**src/rtl/imem_loader.sv**
```systemverilog
// Program loader: receives a little-endian word count and instruction words over a
// byte valid/ready stream and writes them into IMEM, holding the core while loading.
module imem_loader #(
  parameter int unsigned PC_WIDTH   = 32,
  parameter int unsigned INST_WIDTH = 32,
  parameter int unsigned IMEM_DEPTH = 1024,
  parameter int unsigned BASE_ADDR  = 0
) (
  input  logic                  clk,
  input  logic                  reset,
  input  logic                  start,
  input  logic                  in_valid,
  input  logic [7:0]            in_data,
  output logic                  in_ready,
  output logic                  wr_en,
  output logic [PC_WIDTH-1:0]   wr_addr,
  output logic [INST_WIDTH-1:0] wr_data,
  output logic                  busy,
  output logic                  cpu_hold,
  output logic                  done,
  output logic                  error
);

  localparam logic [31:0] MAX_WORDS = 32'((IMEM_DEPTH - BASE_ADDR) / 4);

  typedef enum logic [2:0] {IDLE, LEN, DATA, WRITE, DONE, ERR} state_t;

  state_t      state, state_next;
  logic [1:0]  byte_cnt;
  logic [31:0] word_idx;
  logic [31:0] len_reg;
  logic [23:0] shift;
  logic [31:0] len_full;
  logic        accept;
  logic        idle_like;

  assign accept    = in_valid && in_ready;
  assign idle_like = (state == IDLE) || (state == DONE) || (state == ERR);
  // Length bytes and instruction bytes share one shift register; the 4th byte completes the value.
  assign len_full  = {in_data, shift};

  always_ff @(posedge clk) begin
    if (reset) state <= IDLE;
    else       state <= state_next;
  end

  always_comb begin
    state_next = state;
    unique case (state)
      IDLE, DONE, ERR: if (start) state_next = LEN;
      LEN: begin
        if (accept && byte_cnt == 2'd3) begin
          if (len_full == '0)            state_next = DONE;
          else if (len_full > MAX_WORDS) state_next = ERR;
          else                           state_next = DATA;
        end
      end
      DATA:  if (accept && byte_cnt == 2'd3) state_next = WRITE;
      WRITE: state_next = (word_idx + 32'd1 == len_reg) ? DONE : DATA;
      default: state_next = IDLE;
    endcase
  end

  always_comb begin
    in_ready = 1'b0;
    wr_en    = 1'b0;
    busy     = 1'b0;
    done     = 1'b0;
    error    = 1'b0;
    unique case (state)
      LEN, DATA: begin in_ready = 1'b1; busy = 1'b1; end
      WRITE:     begin wr_en = 1'b1; busy = 1'b1; end
      DONE:      done  = 1'b1;
      ERR:       error = 1'b1;
      default:   ;
    endcase
    cpu_hold = busy;
  end

  always_ff @(posedge clk) begin
    if (reset) begin
      byte_cnt <= '0;
      word_idx <= '0;
      len_reg  <= '0;
      shift    <= '0;
      wr_addr  <= '0;
      wr_data  <= '0;
    end else if (start && idle_like) begin
      byte_cnt <= '0;
      word_idx <= '0;
      shift    <= '0;
    end else begin
      if (accept) begin
        byte_cnt <= byte_cnt + 2'd1;
        shift    <= {in_data, shift[23:8]};
        if (state == LEN && byte_cnt == 2'd3) len_reg <= len_full;
        if (state == DATA && byte_cnt == 2'd3) begin
          wr_data <= INST_WIDTH'({in_data, shift});
          wr_addr <= PC_WIDTH'(BASE_ADDR) + PC_WIDTH'({word_idx, 2'b00});
        end
      end
      if (state == WRITE) word_idx <= word_idx + 32'd1;
    end
  end

endmodule
```
**config.mk**
```make
export PLATFORM = sky130hd
export DESIGN_NAME = imem_loader
export DESIGN_NICKNAME = d
export VERILOG_FILES = /design/src/rtl/imem_loader.sv
export SDC_FILE = /design/constraint.sdc
export NUM_CORES = 1
export LEC_CHECK = 0
export ABC_AREA = 1
export CORE_MARGIN = 10
export CORE_UTILIZATION = 38
export DETAILED_ROUTE_END_ITERATION = 8
export GPL_TIMING_DRIVEN = 0
export PLACE_DENSITY = 0.65
export SYNTH_ARGS = -nofsm -noshare
export SYNTH_HDL_FRONTEND = slang
export SYNTH_SLANG_ARGS = --single-unit
export TNS_END_PERCENT = 50
```
**constraint.sdc**
```tcl
create_clock -name clk -period 3.6 [get_ports clk]
set_clock_uncertainty 0.1 [all_clocks]
set_input_delay 0.54 -clock clk [delete_from_list [all_inputs] [get_ports clk]]
set_output_delay 0.54 -clock clk [all_outputs]
set_load 0.05 [all_outputs]
```
# After elaboration in Yosys (flattened, before gate mapping)
# Index checks and enable logic that the tools add are counted.
[word_totals]
ff_bits = 155
elab_cells = 49
inputBits = 12
out_inout_bits = 70
[op_classes]
order_cmp = 1
n_eq_ne = 10
n_bitwise = 1
n_addsub = 2
reduce_logical = 16
mux = 12
[op_table]
columns = ["op", "n"]
rows = [
  ["adder 32 x 1 -> 32 bit (second input constant)", 1],
  ["equality test 32 bit", 1],
  ["greater-than comparator 32 x 9 -> 1 bit (second input constant)", 1],
  ["zero test 32 bit", 1],
  ["two-way mux 3 bit", 6],
  ["one-hot mux 3 bit (4 select lines)", 1],
  ["AND reduction 3 bit", 3],
  ["equality test 3 x 2 -> 1 bit (second input constant)", 2],
  ["equality test 3 bit (second input constant)", 2],
  ["inequality test 2 bit (second input constant)", 3],
  ["OR reduction 3 bit", 2],
  ["logical AND 1 bit", 5],
  ["two-way mux 1 bit", 5],
  ["OR reduction 2 bit", 2],
  ["equality test 3 x 1 -> 1 bit (second input constant)", 1],
  ["zero test 3 bit", 1],
  ["adder 2 x 1 -> 2 bit (second input constant)", 1],
  ["equality test 2 bit (second input constant)", 1],
  ["logical OR 1 bit", 2],
  ["inverter 1 bit", 1],
]

# Longest topological paths before layout
[logic_depth]
word_depth = 7
mapped_depth = 19
mapped_depth_nobuf = 19

# Worst setup path before layout
# No wires, ideal clock.
[synth_timing]
path_type = "register to register"
startpoint = "register state[0]"
endpoint = "register wr_data[0]"
stages_incl_launch_ff = 14
setup_slack_ns = 1.321
synth_period_minus_slack_ns = 2.279
t_required_ns = 3.367
arrival_time_ns = 2.045
n_path_buf = 2
setup_time_ns = 0.133
cell_sequence = "dfxtp_1 inv_1 nor2_1 inv_1 nor2_2 inv_1 nand2_1 nand2_1 nor2_1 buf_2 nand2_2 buf_2 nand2_1 a21oi_1"
[synth_via]
elab_cells_between_ends = 14
classes_between = "eq/ne (4); mux (1); bitwise (1); reduce/logical (8)"
[synth_rtl]
columns = ["element", "line_no", "rtl"]
rows = [
  ["from (decl)", "28", "state_t state, state_next;"],
  ["from (signal assigned)", "44", "else state <= state_next;"],
  ["equality test 3 x 1 -> 1 bit or equality test 3 x 2 -> 1 bit (tied branches)", "70", "unique case (state)"],
  ["OR reduction 2 bit *", "70", ""],
  ["two-way mux 1 bit *", "70", ""],
  ["named net in_ready", "14", "output logic in_ready,"],
  ["logical AND 1 bit *", "37", "assign accept = in_valid && in_ready;"],
  ["AND reduction 3 bit (no line) *", "-", ""],
  ["to (signal assigned)", "98", "wr_data <= INST_WIDTH'({in_data, shift});"],
  ["to (decl)", "17", "output logic [INST_WIDTH-1:0] wr_data,"],
]
# Mark *: on every way through the listed nets, which the timed path passes. The rest lies on a longest branch.
# A chain may end at the register's enable or synchronous reset.

# Final worst setup path
[layout_timing]
startpoint = "register state[0]"
endpoint = "output wr_en"
[layout_via]
elab_chain_len = 2
[layout_rtl]
columns = ["element", "line_no", "rtl"]
rows = [
  ["equality test 3 x 2 -> 1 bit", "70", ""],
  ["two-way mux 1 bit", "70", ""],
  ["to (decl)", "15", "output logic wr_en,"],
]
# Every way passes these cells.

==> flow_summary_export.csv <==
group,metric,value,unit
logic_synthesis,synth_area_leaders,"dfxtp_1 (40%), nand2_1 (14%), nand3_1 (10%)",
grt,track_usage,19.0,%
place,routabilityCongestion,0.962,
sta,relSlewSlack,41.9,%
critical_path,ff2ff_path_depth,16,
pwr,power_frac_comb,8.1,%
logic_synthesis,syn_area_per_cell,6.56,sq um
grt,grt_overflow_total,0,
die,die_area,0.0264,sq mm
clocking,cts.repair.resized,0,
critical_path,critical_path_arrival,2.79,ns
critical_path,crit_type,"register to output pin",
sta,rsz0062_at_grt,"false",
final_layout,num_antenna_cells,0,
critical_path,cp-endpoint,"wr_en",
routing,wl_per_cell,16.2,microns
run_status,status,"finished, final reports clean",
final_layout,areaGrowthSynthToFinish,22.3,%
die,core-area,0.0201,sq mm
critical_path,setup.worst_path.start_class,"register",
final_layout,layout_common_cells,"nand2_1 (292), nand3_1 (157), dfxtp_1 (155), nor2_1 (132)",
critical_path,worst_setup_path_end_kind,"output pin",
routing,via_count,7761,
die,start_util,38.4,%
routing,viasPerCell,4.98,
final_layout,fill_cells,2106,
sta,hold_ws,0.358,ns
sta,min_period,3.43,ns
sta,hold_viol_final,0,
logic_synthesis,yosys.area.top_type,"dfxtp_1",
die,io_pins,82,
sta,fin_setup_tns,0,ns
pwr,power_frac_clock,47.1,%
die,die_h,163,microns
critical_path,crit_chain,"inv_1 > nor2_1 > inv_1 > nor2_1 > clkbuf_1 > clkdlybuf4s50_1",
grt,grt_pass1_wl,39800,microns
pwr,p_int,2.90,mW
sta,clock.fmax,291,MHz
final_layout,nNetsFinal,1290,
clocking,cts_buffer_depth,2,
clocking,post-cts-setup-buffers,0,
logic_synthesis,synth_compound_area_share,14.3,%
grt,grt_max_degree,17,
clocking,clkSinkCount,155,
critical_path,rrSetupSlack,0.83,ns
logic_synthesis,synthAdderAreaFrac,0.324,%
place,place_ws,0.617,ns
clocking,clk_pin_slew_worst_paths,0.06,ns
sta,slew_viol_final,0,
sta,setup_ws,0.168,ns
critical_path,cp_top_family,"buffers and inverters",
grt,antenna_found_initial,0,
logic_synthesis,synth_top_family_by_area,"simple AND/OR/NAND/NOR gates",
logic_synthesis,yosys_warnings,0,
logic_synthesis,syn_area,0.00773,sq mm
routing,finalWirelength,25200,microns
place,dp_hpwl,19500,microns
clocking,clock_latency,0.43,ns
critical_path,r2r-start,"word_idx[0]",
die,dieWidth,163,microns
final_layout,drive_gt1_share,6.05,%
critical_path,slowest_stage,"clkdlybuf4s50_1",
critical_path,max_stage_delay,0.93,ns
hold_path,hold_class,"register to register",
logic_synthesis,synth-simple-area-share,35.1,%
logic_synthesis,ys_ff_latch,155,
routing,remaining_drc_errors,0,
final_layout,final_common_cell,"nand2_1",
sta,setup_viol_count_final,0,
logic_synthesis,ys_seq_area_share,40.2,%
clocking,numCtsBuffers,17,
critical_path,worst-endpoint-required,2.96,ns
routing,detail-route-antenna-nets,0,
logic_synthesis,yosysUniqueCellTypes,33,
place,port_buffers,78,
pwr,ir_worst_vdd,0.342,mV
clocking,cts_tree,"yes",
clocking,cts-root-buf,"clkbuf_16",
pwr,switching_share,26.9,%
critical_path,cp_max_fo,10,
pwr,leakage,3.79,nW
die,rows,52,
pwr,powerDensity,419,mW/mm^2
routing,first_pass_iters,5,
logic_synthesis,yosys.area_share.xor_xnor,0.745,%
logic_synthesis,yosysTopAreaCellShare,40.2,%
critical_path,r2r_end,"state[1]",
clocking,postCtsHoldBufs,0,
sta,tightest_slew,0.871,ns
pwr,switchingPower,1.07,mW
critical_path,critPathLaunch,"state[0]",
pwr,seq_power_share,44.9,%
clocking,htreeDepth,4,
critical_path,critPathBufInv,4,
logic_synthesis,synth_cells,1178,
logic_synthesis,synthMuxAreaShare,0,%
flow_run,max_cap_violations,0,
grt,grt_pass1_vias,7260,
critical_path,critical_path_depth,6,
sta,timing.final.crit_share,95.3,%
routing,drt_first_iter_violations,713,
[worst min-delay path by stage]
| stage | startpoint | to | slack, ns | depth (start not counted) |
|---|---|---|---|---|
| 2_1_floorplan | len_reg[11] | len_reg[11] | 0.33 | 2 |
| 3_3_place_gp | wr_addr[18] | wr_addr[18] | 0.35 | 2 |
| 3_5_place_dp | wr_data[13] | wr_data[13] | 0.35 | 2 |
| 4_1_cts | wr_addr[21] | wr_addr[21] | 0.36 | 2 |
| 5_1_grt | wr_addr[11] | wr_addr[11] | 0.37 | 2 |
| 6_report | wr_addr[23] | wr_addr[23] | 0.36 | 2 |
[worst min-delay path, cell delays in order (launching register included)]
cell and delay (ns):
dfxtp_1 0.31, nand2_1 0.06, a21oi_1 0.05
[logic make-up after synthesis]
group,after synthesis
compound gates,214
xor+xnor,5
other cells,1
buf+inv,179
fa+ha+maj,2
simple gates,622
flops,155
[metrics by stage]
stage	std cells	instance area, sq um	util (%)	total power [mW]
final	1559	9450	47.0	3.96
after global routing	1559	9450	47.0	4.09
after CTS	1559	9450	47.0	3.98
after detailed placement	1527	8850	44.0	2.13
after global placement	1527	8850	44.0	2.13
after floorplan	1179	7730	-	2.01
[final cells by class]
type | instances | area [sq um] | share of cell area [%]
Clock inverter | 13 | 155 | 1.64
Multi-Input combinational cell | 845 | 3910 | 41.4
Sequential cell | 155 | 3100 | 32.8
Buffer | 57 | 259 | 2.74
Tap cell | 270 | 338 | 3.58
Clock buffer | 19 | 443 | 4.69
Inverter | 122 | 458 | 4.85
Timing Repair Buffer | 78 | 781 | 8.26
[Yosys cell counts (all sizes together)]
cell,number
a21oi,120
a31oi,1
and2,1
buf,19
clkbuf,38
clkinv,1
conb,1
dfxtp,155
ha,2
inv,121
nand2,303
nand3,158
nand4,8
nor2,145
nor3,4
nor4,2
o211ai,12
o21ai,81
or2,1
xnor2,2
xnor3,1
xor2,2
[layer usage]
layer / GRT usage (%) / part of all wire, %
met1: 25.5 / 46
met2: 29.6 / 45
met3: 4.20 / 7.1
met4: 6.43 / 2.0
met5: 0 / 0
[power by group through the flow]
stage               Sequential, mW  Combinational (mW)  Clock [mW]
detailed placement            1.82               0.317           0
CTS                           1.78               0.319        1.88
finish                        1.78               0.320        1.87
global route                  1.78               0.356        1.95
global placement              1.82               0.314           0
floorplan                     1.80               0.213           0
Note: power is estimated with default switching activity, not from simulation.
